**src/rtl/id_ex_stage_pkg.sv**
```systemverilog
// Shared constants and types for the ID/EX pipeline boundary.
// Holds the ADD2/ALU_OP select encodings and their bubble values.
package id_ex_stage_pkg;

    localparam logic [1:0] ADD2_RS2 = 2'd0;
    localparam logic [1:0] ALU_OP_R = 2'd2;

    localparam logic [1:0] BUBBLE_ADD2_SEL = ADD2_RS2;
    localparam logic [1:0] BUBBLE_ALU_OP   = ALU_OP_R;

    typedef struct packed {
        logic       valid;
        logic       branch;
        logic       pc_sel;
        logic       lui_sel;
        logic       wb_reg_write;
        logic       wb_memtoreg;
        logic       m_mem_read;
        logic       m_mem_write;
        logic [1:0] add2_sel;
        logic [1:0] alu_op;
    } ctrl_t;

    function automatic ctrl_t bubble_ctrl();
        ctrl_t c;
        c          = '0;
        c.add2_sel = BUBBLE_ADD2_SEL;
        c.alu_op   = BUBBLE_ALU_OP;
        return c;
    endfunction

endpackage

```
**src/rtl/id_ex_stage_if.sv**
```systemverilog
// Signal bundle between the ID stage, the ID/EX register and EX.
// master = ID/EX-control side (drives id_*), slave = the id_ex_stage block.
interface id_ex_stage_if #(
    parameter int XLEN    = 32,
    parameter int RADDR_W = 5
);
    // No valid/ready pair: id_* is sampled on every edge unless mem_hold is high;
    // stall_if_id asks upstream to present the same instruction again next cycle.
    logic               mem_hold;
    logic               ex_redirect;
    logic               id_valid;
    logic               id_ex_branch;
    logic               id_ex_pc_sel;
    logic               id_ex_lui_sel;
    logic               id_wb_reg_write;
    logic               id_wb_memtoreg;
    logic               id_m_mem_read;
    logic               id_m_mem_write;
    logic [1:0]         id_ex_add2_sel;
    logic [1:0]         id_ex_alu_op;
    logic [XLEN-1:0]    id_pc;
    logic [XLEN-1:0]    id_rs1_data;
    logic [XLEN-1:0]    id_rs2_data;
    logic [XLEN-1:0]    id_imm;
    logic [RADDR_W-1:0] id_rs1_addr;
    logic [RADDR_W-1:0] id_rs2_addr;
    logic [RADDR_W-1:0] id_rd_addr;
    logic               id_rs1_used;
    logic               id_rs2_used;
    logic [2:0]         id_funct3;
    logic               id_funct7_5;

    logic               ex_valid;
    logic               ex_branch;
    logic               ex_pc_sel;
    logic               ex_lui_sel;
    logic               ex_wb_reg_write;
    logic               ex_wb_memtoreg;
    logic               ex_m_mem_read;
    logic               ex_m_mem_write;
    logic [1:0]         ex_add2_sel;
    logic [1:0]         ex_alu_op;
    logic [XLEN-1:0]    ex_pc;
    logic [XLEN-1:0]    ex_rs1_data;
    logic [XLEN-1:0]    ex_rs2_data;
    logic [XLEN-1:0]    ex_imm;
    logic [RADDR_W-1:0] ex_rs1_addr;
    logic [RADDR_W-1:0] ex_rs2_addr;
    logic [RADDR_W-1:0] ex_rd_addr;
    logic [2:0]         ex_funct3;
    logic               ex_funct7_5;

    logic               stall_if_id;
    logic [31:0]        bubble_cnt;

    modport master (
        output mem_hold, ex_redirect, id_valid,
        output id_ex_branch, id_ex_pc_sel, id_ex_lui_sel, id_wb_reg_write, id_wb_memtoreg,
        output id_m_mem_read, id_m_mem_write, id_ex_add2_sel, id_ex_alu_op,
        output id_pc, id_rs1_data, id_rs2_data, id_imm,
        output id_rs1_addr, id_rs2_addr, id_rd_addr, id_rs1_used, id_rs2_used,
        output id_funct3, id_funct7_5,
        input  ex_valid, ex_branch, ex_pc_sel, ex_lui_sel, ex_wb_reg_write, ex_wb_memtoreg,
        input  ex_m_mem_read, ex_m_mem_write, ex_add2_sel, ex_alu_op,
        input  ex_pc, ex_rs1_data, ex_rs2_data, ex_imm,
        input  ex_rs1_addr, ex_rs2_addr, ex_rd_addr, ex_funct3, ex_funct7_5,
        input  stall_if_id, bubble_cnt
    );

    modport slave (
        input  mem_hold, ex_redirect, id_valid,
        input  id_ex_branch, id_ex_pc_sel, id_ex_lui_sel, id_wb_reg_write, id_wb_memtoreg,
        input  id_m_mem_read, id_m_mem_write, id_ex_add2_sel, id_ex_alu_op,
        input  id_pc, id_rs1_data, id_rs2_data, id_imm,
        input  id_rs1_addr, id_rs2_addr, id_rd_addr, id_rs1_used, id_rs2_used,
        input  id_funct3, id_funct7_5,
        output ex_valid, ex_branch, ex_pc_sel, ex_lui_sel, ex_wb_reg_write, ex_wb_memtoreg,
        output ex_m_mem_read, ex_m_mem_write, ex_add2_sel, ex_alu_op,
        output ex_pc, ex_rs1_data, ex_rs2_data, ex_imm,
        output ex_rs1_addr, ex_rs2_addr, ex_rd_addr, ex_funct3, ex_funct7_5,
        output stall_if_id, bubble_cnt
    );
endinterface

```
**src/rtl/id_ex_stage_hazard_detect.sv**
```systemverilog
// Combinational load-use hazard detection for the ID/EX boundary.
// Active only when HAZARD_DETECT_EN is defined; otherwise both outputs are constant 0.
module id_ex_stage_hazard_detect #(
    parameter int RADDR_W = 5
) (
    input  logic               i_ex_valid,
    input  logic               i_ex_mem_read,
    input  logic [RADDR_W-1:0] i_ex_rd_addr,
    input  logic               i_id_valid,
    input  logic [RADDR_W-1:0] i_id_rs1_addr,
    input  logic [RADDR_W-1:0] i_id_rs2_addr,
    input  logic               i_id_rs1_used,
    input  logic               i_id_rs2_used,
    input  logic               i_ex_redirect,
    input  logic               i_mem_hold,
    output logic               o_luh,
    output logic               o_stall
);
`ifdef HAZARD_DETECT_EN
    logic w_rs1_hit;
    logic w_rs2_hit;

    assign w_rs1_hit = i_id_rs1_used & (i_id_rs1_addr == i_ex_rd_addr);
    assign w_rs2_hit = i_id_rs2_used & (i_id_rs2_addr == i_ex_rd_addr);
    // A load to x0 never produces a value, so it never stalls.
    assign o_luh   = i_ex_valid & i_ex_mem_read & (i_ex_rd_addr != '0)
                   & (w_rs1_hit | w_rs2_hit) & i_id_valid;
    assign o_stall = o_luh & ~i_ex_redirect & ~i_mem_hold;
`else
    logic w_unused;

    assign w_unused = &{1'b0, i_ex_valid, i_ex_mem_read, i_ex_rd_addr, i_id_valid,
                        i_id_rs1_addr, i_id_rs2_addr, i_id_rs1_used, i_id_rs2_used,
                        i_ex_redirect, i_mem_hold};
    assign o_luh   = 1'b0;
    assign o_stall = 1'b0;
`endif
endmodule

```
**src/rtl/id_ex_stage.sv**
```systemverilog
// ID/EX pipeline register with load-use bubble insertion and redirect squash.
// Load-use detection is compiled in only when HAZARD_DETECT_EN is defined.
module id_ex_stage
    import id_ex_stage_pkg::*;
#(
    parameter int XLEN    = 32,
    parameter int RADDR_W = 5
) (
    input logic          clk,
    input logic          rst_n,
    id_ex_stage_if.slave bus
);
    ctrl_t              r_ctrl;
    logic [XLEN-1:0]    r_pc;
    logic [XLEN-1:0]    r_rs1_data;
    logic [XLEN-1:0]    r_rs2_data;
    logic [XLEN-1:0]    r_imm;
    logic [RADDR_W-1:0] r_rs1_addr;
    logic [RADDR_W-1:0] r_rs2_addr;
    logic [RADDR_W-1:0] r_rd_addr;
    logic [2:0]         r_funct3;
    logic               r_funct7_5;
    logic [31:0]        r_bubble_cnt;

    ctrl_t w_id_ctrl;
    logic  w_luh;
    logic  w_stall;

    always_comb begin
        w_id_ctrl              = bubble_ctrl();
        if (bus.id_valid) begin
            w_id_ctrl.valid        = 1'b1;
            w_id_ctrl.branch       = bus.id_ex_branch;
            w_id_ctrl.pc_sel       = bus.id_ex_pc_sel;
            w_id_ctrl.lui_sel      = bus.id_ex_lui_sel;
            w_id_ctrl.wb_reg_write = bus.id_wb_reg_write;
            w_id_ctrl.wb_memtoreg  = bus.id_wb_memtoreg;
            w_id_ctrl.m_mem_read   = bus.id_m_mem_read;
            w_id_ctrl.m_mem_write  = bus.id_m_mem_write;
            w_id_ctrl.add2_sel     = bus.id_ex_add2_sel;
            w_id_ctrl.alu_op       = bus.id_ex_alu_op;
        end
    end

    id_ex_stage_hazard_detect #(
        .RADDR_W (RADDR_W)
    ) u_hazard_detect (
        .i_ex_valid    (r_ctrl.valid),
        .i_ex_mem_read (r_ctrl.m_mem_read),
        .i_ex_rd_addr  (r_rd_addr),
        .i_id_valid    (bus.id_valid),
        .i_id_rs1_addr (bus.id_rs1_addr),
        .i_id_rs2_addr (bus.id_rs2_addr),
        .i_id_rs1_used (bus.id_rs1_used),
        .i_id_rs2_used (bus.id_rs2_used),
        .i_ex_redirect (bus.ex_redirect),
        .i_mem_hold    (bus.mem_hold),
        .o_luh         (w_luh),
        .o_stall       (w_stall)
    );

    // Redirect outranks a load-use: either way one bubble and one count.
    always_ff @(posedge clk or negedge rst_n) begin
        if (!rst_n) begin
            r_ctrl       <= bubble_ctrl();
            r_pc         <= '0;
            r_rs1_data   <= '0;
            r_rs2_data   <= '0;
            r_imm        <= '0;
            r_rs1_addr   <= '0;
            r_rs2_addr   <= '0;
            r_rd_addr    <= '0;
            r_funct3     <= '0;
            r_funct7_5   <= 1'b0;
            r_bubble_cnt <= '0;
        end else if (!bus.mem_hold) begin
            if (bus.ex_redirect || w_luh) begin
                r_ctrl       <= bubble_ctrl();
                r_pc         <= '0;
                r_rs1_data   <= '0;
                r_rs2_data   <= '0;
                r_imm        <= '0;
                r_rs1_addr   <= '0;
                r_rs2_addr   <= '0;
                r_rd_addr    <= '0;
                r_funct3     <= '0;
                r_funct7_5   <= 1'b0;
                r_bubble_cnt <= r_bubble_cnt + 32'd1;
            end else begin
                r_ctrl       <= w_id_ctrl;
                r_pc         <= bus.id_pc;
                r_rs1_data   <= bus.id_rs1_data;
                r_rs2_data   <= bus.id_rs2_data;
                r_imm        <= bus.id_imm;
                r_rs1_addr   <= bus.id_rs1_addr;
                r_rs2_addr   <= bus.id_rs2_addr;
                r_rd_addr    <= bus.id_rd_addr;
                r_funct3     <= bus.id_funct3;
                r_funct7_5   <= bus.id_funct7_5;
            end
        end
    end

    assign bus.ex_valid        = r_ctrl.valid;
    assign bus.ex_branch       = r_ctrl.branch;
    assign bus.ex_pc_sel       = r_ctrl.pc_sel;
    assign bus.ex_lui_sel      = r_ctrl.lui_sel;
    assign bus.ex_wb_reg_write = r_ctrl.wb_reg_write;
    assign bus.ex_wb_memtoreg  = r_ctrl.wb_memtoreg;
    assign bus.ex_m_mem_read   = r_ctrl.m_mem_read;
    assign bus.ex_m_mem_write  = r_ctrl.m_mem_write;
    assign bus.ex_add2_sel     = r_ctrl.add2_sel;
    assign bus.ex_alu_op       = r_ctrl.alu_op;
    assign bus.ex_pc           = r_pc;
    assign bus.ex_rs1_data     = r_rs1_data;
    assign bus.ex_rs2_data     = r_rs2_data;
    assign bus.ex_imm          = r_imm;
    assign bus.ex_rs1_addr     = r_rs1_addr;
    assign bus.ex_rs2_addr     = r_rs2_addr;
    assign bus.ex_rd_addr      = r_rd_addr;
    assign bus.ex_funct3       = r_funct3;
    assign bus.ex_funct7_5     = r_funct7_5;
    assign bus.stall_if_id     = w_stall;
    assign bus.bubble_cnt      = r_bubble_cnt;
endmodule
```
**src/flat_wrapper.sv**
```systemverilog
// flat-port wrapper written by rule: the top's interface ports become plain ports
module id_ex_stage_flat import id_ex_stage_pkg::*;
#(
    parameter int XLEN    = 32,
    parameter int RADDR_W = 5
)
  (clk, rst_n, bus_mem_hold, bus_ex_redirect, bus_id_valid, bus_id_ex_branch, bus_id_ex_pc_sel, bus_id_ex_lui_sel, bus_id_wb_reg_write, bus_id_wb_memtoreg, bus_id_m_mem_read, bus_id_m_mem_write, bus_id_ex_add2_sel, bus_id_ex_alu_op, bus_id_pc, bus_id_rs1_data, bus_id_rs2_data, bus_id_imm, bus_id_rs1_addr, bus_id_rs2_addr, bus_id_rd_addr, bus_id_rs1_used, bus_id_rs2_used, bus_id_funct3, bus_id_funct7_5, bus_ex_valid, bus_ex_branch, bus_ex_pc_sel, bus_ex_lui_sel, bus_ex_wb_reg_write, bus_ex_wb_memtoreg, bus_ex_m_mem_read, bus_ex_m_mem_write, bus_ex_add2_sel, bus_ex_alu_op, bus_ex_pc, bus_ex_rs1_data, bus_ex_rs2_data, bus_ex_imm, bus_ex_rs1_addr, bus_ex_rs2_addr, bus_ex_rd_addr, bus_ex_funct3, bus_ex_funct7_5, bus_stall_if_id, bus_bubble_cnt);
  id_ex_stage_if #(.XLEN(XLEN), .RADDR_W(RADDR_W)) bus_i ();
  input logic clk;
  input logic rst_n;
  input wire logic [$bits(bus_i.mem_hold)-1:0] bus_mem_hold;
  input wire logic [$bits(bus_i.ex_redirect)-1:0] bus_ex_redirect;
  input wire logic [$bits(bus_i.id_valid)-1:0] bus_id_valid;
  input wire logic [$bits(bus_i.id_ex_branch)-1:0] bus_id_ex_branch;
  input wire logic [$bits(bus_i.id_ex_pc_sel)-1:0] bus_id_ex_pc_sel;
  input wire logic [$bits(bus_i.id_ex_lui_sel)-1:0] bus_id_ex_lui_sel;
  input wire logic [$bits(bus_i.id_wb_reg_write)-1:0] bus_id_wb_reg_write;
  input wire logic [$bits(bus_i.id_wb_memtoreg)-1:0] bus_id_wb_memtoreg;
  input wire logic [$bits(bus_i.id_m_mem_read)-1:0] bus_id_m_mem_read;
  input wire logic [$bits(bus_i.id_m_mem_write)-1:0] bus_id_m_mem_write;
  input wire logic [$bits(bus_i.id_ex_add2_sel)-1:0] bus_id_ex_add2_sel;
  input wire logic [$bits(bus_i.id_ex_alu_op)-1:0] bus_id_ex_alu_op;
  input wire logic [$bits(bus_i.id_pc)-1:0] bus_id_pc;
  input wire logic [$bits(bus_i.id_rs1_data)-1:0] bus_id_rs1_data;
  input wire logic [$bits(bus_i.id_rs2_data)-1:0] bus_id_rs2_data;
  input wire logic [$bits(bus_i.id_imm)-1:0] bus_id_imm;
  input wire logic [$bits(bus_i.id_rs1_addr)-1:0] bus_id_rs1_addr;
  input wire logic [$bits(bus_i.id_rs2_addr)-1:0] bus_id_rs2_addr;
  input wire logic [$bits(bus_i.id_rd_addr)-1:0] bus_id_rd_addr;
  input wire logic [$bits(bus_i.id_rs1_used)-1:0] bus_id_rs1_used;
  input wire logic [$bits(bus_i.id_rs2_used)-1:0] bus_id_rs2_used;
  input wire logic [$bits(bus_i.id_funct3)-1:0] bus_id_funct3;
  input wire logic [$bits(bus_i.id_funct7_5)-1:0] bus_id_funct7_5;
  output wire logic [$bits(bus_i.ex_valid)-1:0] bus_ex_valid;
  output wire logic [$bits(bus_i.ex_branch)-1:0] bus_ex_branch;
  output wire logic [$bits(bus_i.ex_pc_sel)-1:0] bus_ex_pc_sel;
  output wire logic [$bits(bus_i.ex_lui_sel)-1:0] bus_ex_lui_sel;
  output wire logic [$bits(bus_i.ex_wb_reg_write)-1:0] bus_ex_wb_reg_write;
  output wire logic [$bits(bus_i.ex_wb_memtoreg)-1:0] bus_ex_wb_memtoreg;
  output wire logic [$bits(bus_i.ex_m_mem_read)-1:0] bus_ex_m_mem_read;
  output wire logic [$bits(bus_i.ex_m_mem_write)-1:0] bus_ex_m_mem_write;
  output wire logic [$bits(bus_i.ex_add2_sel)-1:0] bus_ex_add2_sel;
  output wire logic [$bits(bus_i.ex_alu_op)-1:0] bus_ex_alu_op;
  output wire logic [$bits(bus_i.ex_pc)-1:0] bus_ex_pc;
  output wire logic [$bits(bus_i.ex_rs1_data)-1:0] bus_ex_rs1_data;
  output wire logic [$bits(bus_i.ex_rs2_data)-1:0] bus_ex_rs2_data;
  output wire logic [$bits(bus_i.ex_imm)-1:0] bus_ex_imm;
  output wire logic [$bits(bus_i.ex_rs1_addr)-1:0] bus_ex_rs1_addr;
  output wire logic [$bits(bus_i.ex_rs2_addr)-1:0] bus_ex_rs2_addr;
  output wire logic [$bits(bus_i.ex_rd_addr)-1:0] bus_ex_rd_addr;
  output wire logic [$bits(bus_i.ex_funct3)-1:0] bus_ex_funct3;
  output wire logic [$bits(bus_i.ex_funct7_5)-1:0] bus_ex_funct7_5;
  output wire logic [$bits(bus_i.stall_if_id)-1:0] bus_stall_if_id;
  output wire logic [$bits(bus_i.bubble_cnt)-1:0] bus_bubble_cnt;
  assign bus_i.mem_hold = bus_mem_hold;
  assign bus_i.ex_redirect = bus_ex_redirect;
  assign bus_i.id_valid = bus_id_valid;
  assign bus_i.id_ex_branch = bus_id_ex_branch;
  assign bus_i.id_ex_pc_sel = bus_id_ex_pc_sel;
  assign bus_i.id_ex_lui_sel = bus_id_ex_lui_sel;
  assign bus_i.id_wb_reg_write = bus_id_wb_reg_write;
  assign bus_i.id_wb_memtoreg = bus_id_wb_memtoreg;
  assign bus_i.id_m_mem_read = bus_id_m_mem_read;
  assign bus_i.id_m_mem_write = bus_id_m_mem_write;
  assign bus_i.id_ex_add2_sel = bus_id_ex_add2_sel;
  assign bus_i.id_ex_alu_op = bus_id_ex_alu_op;
  assign bus_i.id_pc = bus_id_pc;
  assign bus_i.id_rs1_data = bus_id_rs1_data;
  assign bus_i.id_rs2_data = bus_id_rs2_data;
  assign bus_i.id_imm = bus_id_imm;
  assign bus_i.id_rs1_addr = bus_id_rs1_addr;
  assign bus_i.id_rs2_addr = bus_id_rs2_addr;
  assign bus_i.id_rd_addr = bus_id_rd_addr;
  assign bus_i.id_rs1_used = bus_id_rs1_used;
  assign bus_i.id_rs2_used = bus_id_rs2_used;
  assign bus_i.id_funct3 = bus_id_funct3;
  assign bus_i.id_funct7_5 = bus_id_funct7_5;
  assign bus_ex_valid = bus_i.ex_valid;
  assign bus_ex_branch = bus_i.ex_branch;
  assign bus_ex_pc_sel = bus_i.ex_pc_sel;
  assign bus_ex_lui_sel = bus_i.ex_lui_sel;
  assign bus_ex_wb_reg_write = bus_i.ex_wb_reg_write;
  assign bus_ex_wb_memtoreg = bus_i.ex_wb_memtoreg;
  assign bus_ex_m_mem_read = bus_i.ex_m_mem_read;
  assign bus_ex_m_mem_write = bus_i.ex_m_mem_write;
  assign bus_ex_add2_sel = bus_i.ex_add2_sel;
  assign bus_ex_alu_op = bus_i.ex_alu_op;
  assign bus_ex_pc = bus_i.ex_pc;
  assign bus_ex_rs1_data = bus_i.ex_rs1_data;
  assign bus_ex_rs2_data = bus_i.ex_rs2_data;
  assign bus_ex_imm = bus_i.ex_imm;
  assign bus_ex_rs1_addr = bus_i.ex_rs1_addr;
  assign bus_ex_rs2_addr = bus_i.ex_rs2_addr;
  assign bus_ex_rd_addr = bus_i.ex_rd_addr;
  assign bus_ex_funct3 = bus_i.ex_funct3;
  assign bus_ex_funct7_5 = bus_i.ex_funct7_5;
  assign bus_stall_if_id = bus_i.stall_if_id;
  assign bus_bubble_cnt = bus_i.bubble_cnt;
  id_ex_stage #(.XLEN(XLEN), .RADDR_W(RADDR_W)) u_core (.clk(clk), .rst_n(rst_n), .bus(bus_i));
endmodule
```
**config.mk**
```make
export PLATFORM = sky130hd
export DESIGN_NAME = id_ex_stage_flat
export DESIGN_NICKNAME = d
export VERILOG_FILES = /design/src/rtl/id_ex_stage_pkg.sv /design/src/rtl/id_ex_stage_if.sv /design/src/rtl/id_ex_stage_hazard_detect.sv /design/src/rtl/id_ex_stage.sv /design/src/flat_wrapper.sv
export SDC_FILE = /design/constraint.sdc
export NUM_CORES = 1
export LEC_CHECK = 0
export ABC_AREA = 1
export CAP_MARGIN = 20
export CORE_MARGIN = 10
export CORE_UTILIZATION = 37
export DETAILED_ROUTE_END_ITERATION = 12
export GPL_ROUTABILITY_DRIVEN = 0
export PLACE_DENSITY = 0.77
export SLEW_MARGIN = 10
export SYNTH_ARGS = -nofsm -noshare
export SYNTH_HDL_FRONTEND = slang
export SYNTH_SLANG_ARGS = --single-unit
export TNS_END_PERCENT = 10
```
**constraint.sdc**
```tcl
create_clock -name clk -period 1.3 [get_ports clk]
set_input_delay 0.26 -clock clk [delete_from_list [all_inputs] [get_ports clk]]
set_output_delay 0.26 -clock clk [all_outputs]
set_load 0.1 [all_outputs]
```
== After elaboration in Yosys (flattened, before gate mapping) ==
Index checks and enable logic that the tools add are counted.

* Register bits: 191
* Input bits: 165
* Output and inout bits: 192
* Word-level logic and storage cells: 34

* $add $sub $neg: 1
* Multiplexer cells: 11
* Bitwise logic cells: 1
* Reduce and logical (&&, ||, !) cells: 1

{| class="wikitable"
|+ Operators with widths
! cell !! count
|-
| $mux 32 || 4
|-
| $add 32x1->32 const B || 1
|-
| $mux 12 || 2
|-
| $mux 5 || 3
|-
| $mux 3 || 1
|-
| $reduce_and 2->1 || 1
|-
| $mux 1 || 1
|-
| $not 1->1 || 1
|}

== Logic depth before layout (Yosys ltp) ==
* Depth after elaboration: 2
* Mapped depth: 11
* Gate-level depth less buffers: 10

== Cells and area by module ==
From an unflattened synthesis, not the netlist that was laid out.

* Cell total of the unflattened synthesis: 902
* Area total of the unflattened synthesis: 8,022.7 um2

{| class="wikitable"
|+ Modules (own cells, without submodules)
! module !! times used !! cells an instance !! area an instance (um2) !! sequential area each (um2)
|-
| id_ex_stage || 1 || 899 || 8,003.9 || 4,780.8
|-
| id_ex_stage_hazard_detect || 1 || 3 || 18.8 || 0.0
|}

== Least setup slack after synthesis ==
OpenSTA, ideal clock, no wires.

* Kind: register to register
* From: register u_core.r_bubble_cnt[1], in the netlist u_core.bus.bubble_cnt[1]
* To: register u_core.r_bubble_cnt[26], in the netlist u_core.bus.bubble_cnt[26]
* Library setup time: 123 ps
* Arrival: 2,001 ps
* Data required time: 1,177 ps
* Slack: -824 ps
* Cell stages (with the launch flop): 9
* Path buffers: 0
* Cells stage by stage: dfrtp_1 -> ha_1 -> inv_1 -> nor2_4 -> nand2_4 -> nor2_8 -> nand3_1 -> o21ai_1 -> nand2_1

* Longest elaborated chain between the ends: 1

{| class="wikitable"
|+ RTL lines
! element !! line !! text
|-
| start, declared || id_ex_stage.sv:23 || <nowiki>logic [31:0] r_bubble_cnt;</nowiki>
|-
| start signal, assigned || id_ex_stage.sv:88 || <nowiki>r_bubble_cnt <= r_bubble_cnt + 32'd1;</nowiki>
|-
| $add 32x1->32 || id_ex_stage.sv:88 ||
|}

Every way passes these cells.
A chain may end at the register's enable or synchronous reset.

== Worst setup path after layout ==
* From: register u_core.r_bubble_cnt[18], in the netlist u_core.bus.bubble_cnt[18]
* To: register u_core.r_bubble_cnt[24], in the netlist u_core.bus.bubble_cnt[24]

Same word-level chain as after synthesis.

==> metrics <==
status=complete, but fails checks; failing checks=setup timing; root buf cell=clkbuf_16; critical path class=flip-flop to flip-flop; Die Area=roughly 26000 µm²; synth warn=0; grt peak-use layer=met2; Synth Register Bits=191; Final HPWL DP=approximately 23 mm; Tot GR Track Use=around 22%; fin. max-slew vios=0; clock sinks=around 190; CTS tree=built; mean post-synth cell area=between 10 and 15 µm²; clock share of power=a little over a quarter; GRT met2 Usage=38.9%; DRC violations left=0; sequential fraction of the synthesis area=around two thirds; Via Count=between 6k and 7k; Pre-Repair DR Iteration Count=5; # Max-Cap Violations=0; antenna violations before repair=1; H-tree depth=4; Power Internal=0.0124 W; area grow syn2layout=103%; Worst Path Required=1630 ps; EDFF count, synth=0; CP Launch Type=flip-flop; Reg power frac=34.9%; post-synth cell types=33; nature of the critical path endpoint=flip-flop; Mapped Area=between 7000 and 8000 µm²; crit path DAT=a little under 2000 ps; P per Cell Area=1340 nW/µm²; Initial Util=37.8%; VDD IR max=0.941 mV; total gr overflow=0; most common flop cell mapped by yosys=dfrtp_1; final-report setup violation count=slightly above 70; layout cells sized above 1=just over 40%; cell count after synthesis=roughly 600; switching portion of total power=38.3%; Final Hold Vio Count=0; ANT nets after route=0; Max Buffers Root-to-Sink=2; Pleak=6.88 nW; row count=51; post-route worst setup slack=-302 ps; Die W=161 µm; syn nets=751; WL/cell=approximately 24 µm; GRT met3 Usage=8.69%; Peak Freq=0.624 GHz; total CTS buffers=17; Worst Path Max Fanout=4; nets=~1.2k; RSZ-0062 raised after global routing=yes; Ports=between 300 and 400; drt total wl=around 31 mm; Hold/Removal Path Class=input pin to flip-flop; clock-pin transition on the worst setup and hold timing paths=90 ps; Min Clock Period, post-route=1600 ps; clock latency on the worst-skew pair=around 430 ps; combinational power share=38.0%; core area=19500 µm²; Post-Place Cells=1255; FFs w/ async S/R, synth=100%; Switch Pwr=roughly 0.0077 W; GR Util met1=25.3%; vias in the first global route=~7.4k; final worst path period share=123%; first-pass GRT wire length=45.6 mm; Layout Skew=21.0 ps; Via density=5.22; Die Y-Extent=161 µm; area post-placement=13900 µm²; fin cells=1311; # port buffers=353; largest net degree at the start of global routing=56; final instance area=15000 µm²; Initial DRC Count=525
synth_stat cells (2+ instances only):
library cell  count  area (µm²)
nand4_1           6        37.5
nor2_4            3        33.8
nand2_2           3        18.8
nor2_1           28         105
clkinv_4          2        17.5
dfrtp_1         190        4750
nand2_4           4        45.0
xor2_1           13         114
inv_1            30         113
a22o_1          157        1380
nor2_2            4        25.0
nand2_1          62         233
buf_2            25         125
clkbuf_1          7        26.3
nand3b_1          2        15.0
xnor2_1           8        70.1
o21ai_1           2        10.0
nor3_1            3        15.0
nor2_8            2        40.0
nand3_1          21         105
sequential cells by signal, summed over array words and instances (netlist names), 2 cells and up:
signal,flops
u_core.bus.ex_add2_sel,2
u_core.bus.ex_rs1_addr,5
u_core.bus.ex_funct3,3
u_core.bus.ex_imm,32
u_core.bus.ex_rd_addr,5
u_core.bus.ex_alu_op,2
u_core.bus.ex_rs2_addr,5
u_core.bus.ex_rs1_data,32
u_core.bus.ex_pc,32
u_core.bus.ex_rs2_data,32
u_core.bus.bubble_cnt,32
area by class of cell:
class,instances,area [µm²]
Multi-Input combinational cell,325,2510
Tap cell,265,332
Timing Repair Buffer,464,6520
Clock inverter,14,176
Sequential cell,191,4870
Inverter,34,143
Fill cell,1099,4540
Clock buffer,17,425
Antenna cell,1,2.50
layout by cell type, fill, tap and decap left out, drive strengths merged:
cell type	n
buf	302
dfrtp	190
clkdlybuf4s50	160
a22o	157
nand2	69
nor2	37
inv	36
nand3	21
clkbuf	18
xor2	13
clkinv	10
xnor2	8
nand4	6
nor3	4
o21ai	3
nand3b	2
bufinv	2
diode	1
a21oi	1
and2	1
o22a	1
ha	1
conb	1
dlygate4sd3	1
dfstp	1
what timing repair did:
| item | CTS | global route |
|---|---|---|
| setup endpoints to repair | 154 | 217 |
| buffers inserted | 14 | 9 |
| hold buffers | 1 | 0 |
| hold endpoints to repair | 28 | 0 |
| resized for setup | 47 | 40 |
| pin swaps | 5 | 20 |
worst max-delay path: stages (launching register included):
cell     delay (ps)
dfrtp_4         450
nand2_2         110
nor2_1          250
nand2_1         150
nor2_2          180
nand2_1          70
nand2_1          80
nand2_1          80
nand2_1          80
nand2_1          60
stage by stage:
step | hold slack (ps) | setup WS (ps) | utilization [%] | total power [W] | TNS, ps
final | 280 | -302 | 76.7 | 0.0201 | -9150
after global routing | 279 | -320 | 76.7 | 0.0207 | -14300
after CTS | 256 | -201 | 75.6 | 0.0200 | -7580
after detailed placement | 222 | -412 | 71.1 | 0.0144 | -50840
after global placement | 227 | -362 | 71.1 | 0.0143 | -48390
after floorplan | -35.6 | -274 | - | 0.0109 | -5170
power by group through the flow:
stage	clock network, W	registers, W	logic [W]
final	0.00544	0.00701	0.00762
after global routing	0.00577	0.00707	0.00784
after CTS	0.00552	0.00700	0.00751
after detailed placement	0	0.00710	0.00729
after global placement	0	0.00707	0.00722
after floorplan	0	0.0102	0.000703
cells by family after synthesis:
family	count (synthesis)	share of synthesized area (%)
other cells	1	0.0508
xor+xnor	21	2.49
compound gates	162	19.0
flops	191	64.7
buf+inv	69	4.22
simple gates	140	9.33
fa+ha+maj	1	0.169
worst paths after layout:
check / cells past startpoint / start / to / slack, ps
worst max register to register: 9 / u_core.bus.bubble_cnt[18] / u_core.bus.bubble_cnt[24] / -300
max in group asynchronous: 3 / rst_n / u_core.bus.ex_rs2_data[24] / 420
worst min-delay path: 3 / bus_mem_hold / u_core.bus.ex_pc_sel / 280
worst max-delay path: 9 / u_core.bus.bubble_cnt[18] / u_core.bus.bubble_cnt[24] / -300
worst min register to register: 1 / u_core.bus.bubble_cnt[7] / u_core.bus.bubble_cnt[7] / 560
min in group asynchronous: 2 / rst_n / u_core.bus.bubble_cnt[9] / 310
layer usage:
layer	part of all wire, %	routed length (µm)	up-vias
met5	0	0	-
met4	3.4	1050	0
met3	9.3	2880	89
met2	52	15900	397
met1	36	11100	3371
li1	-	-	2991
No activity file was read; power rests on OpenSTA's default activity.
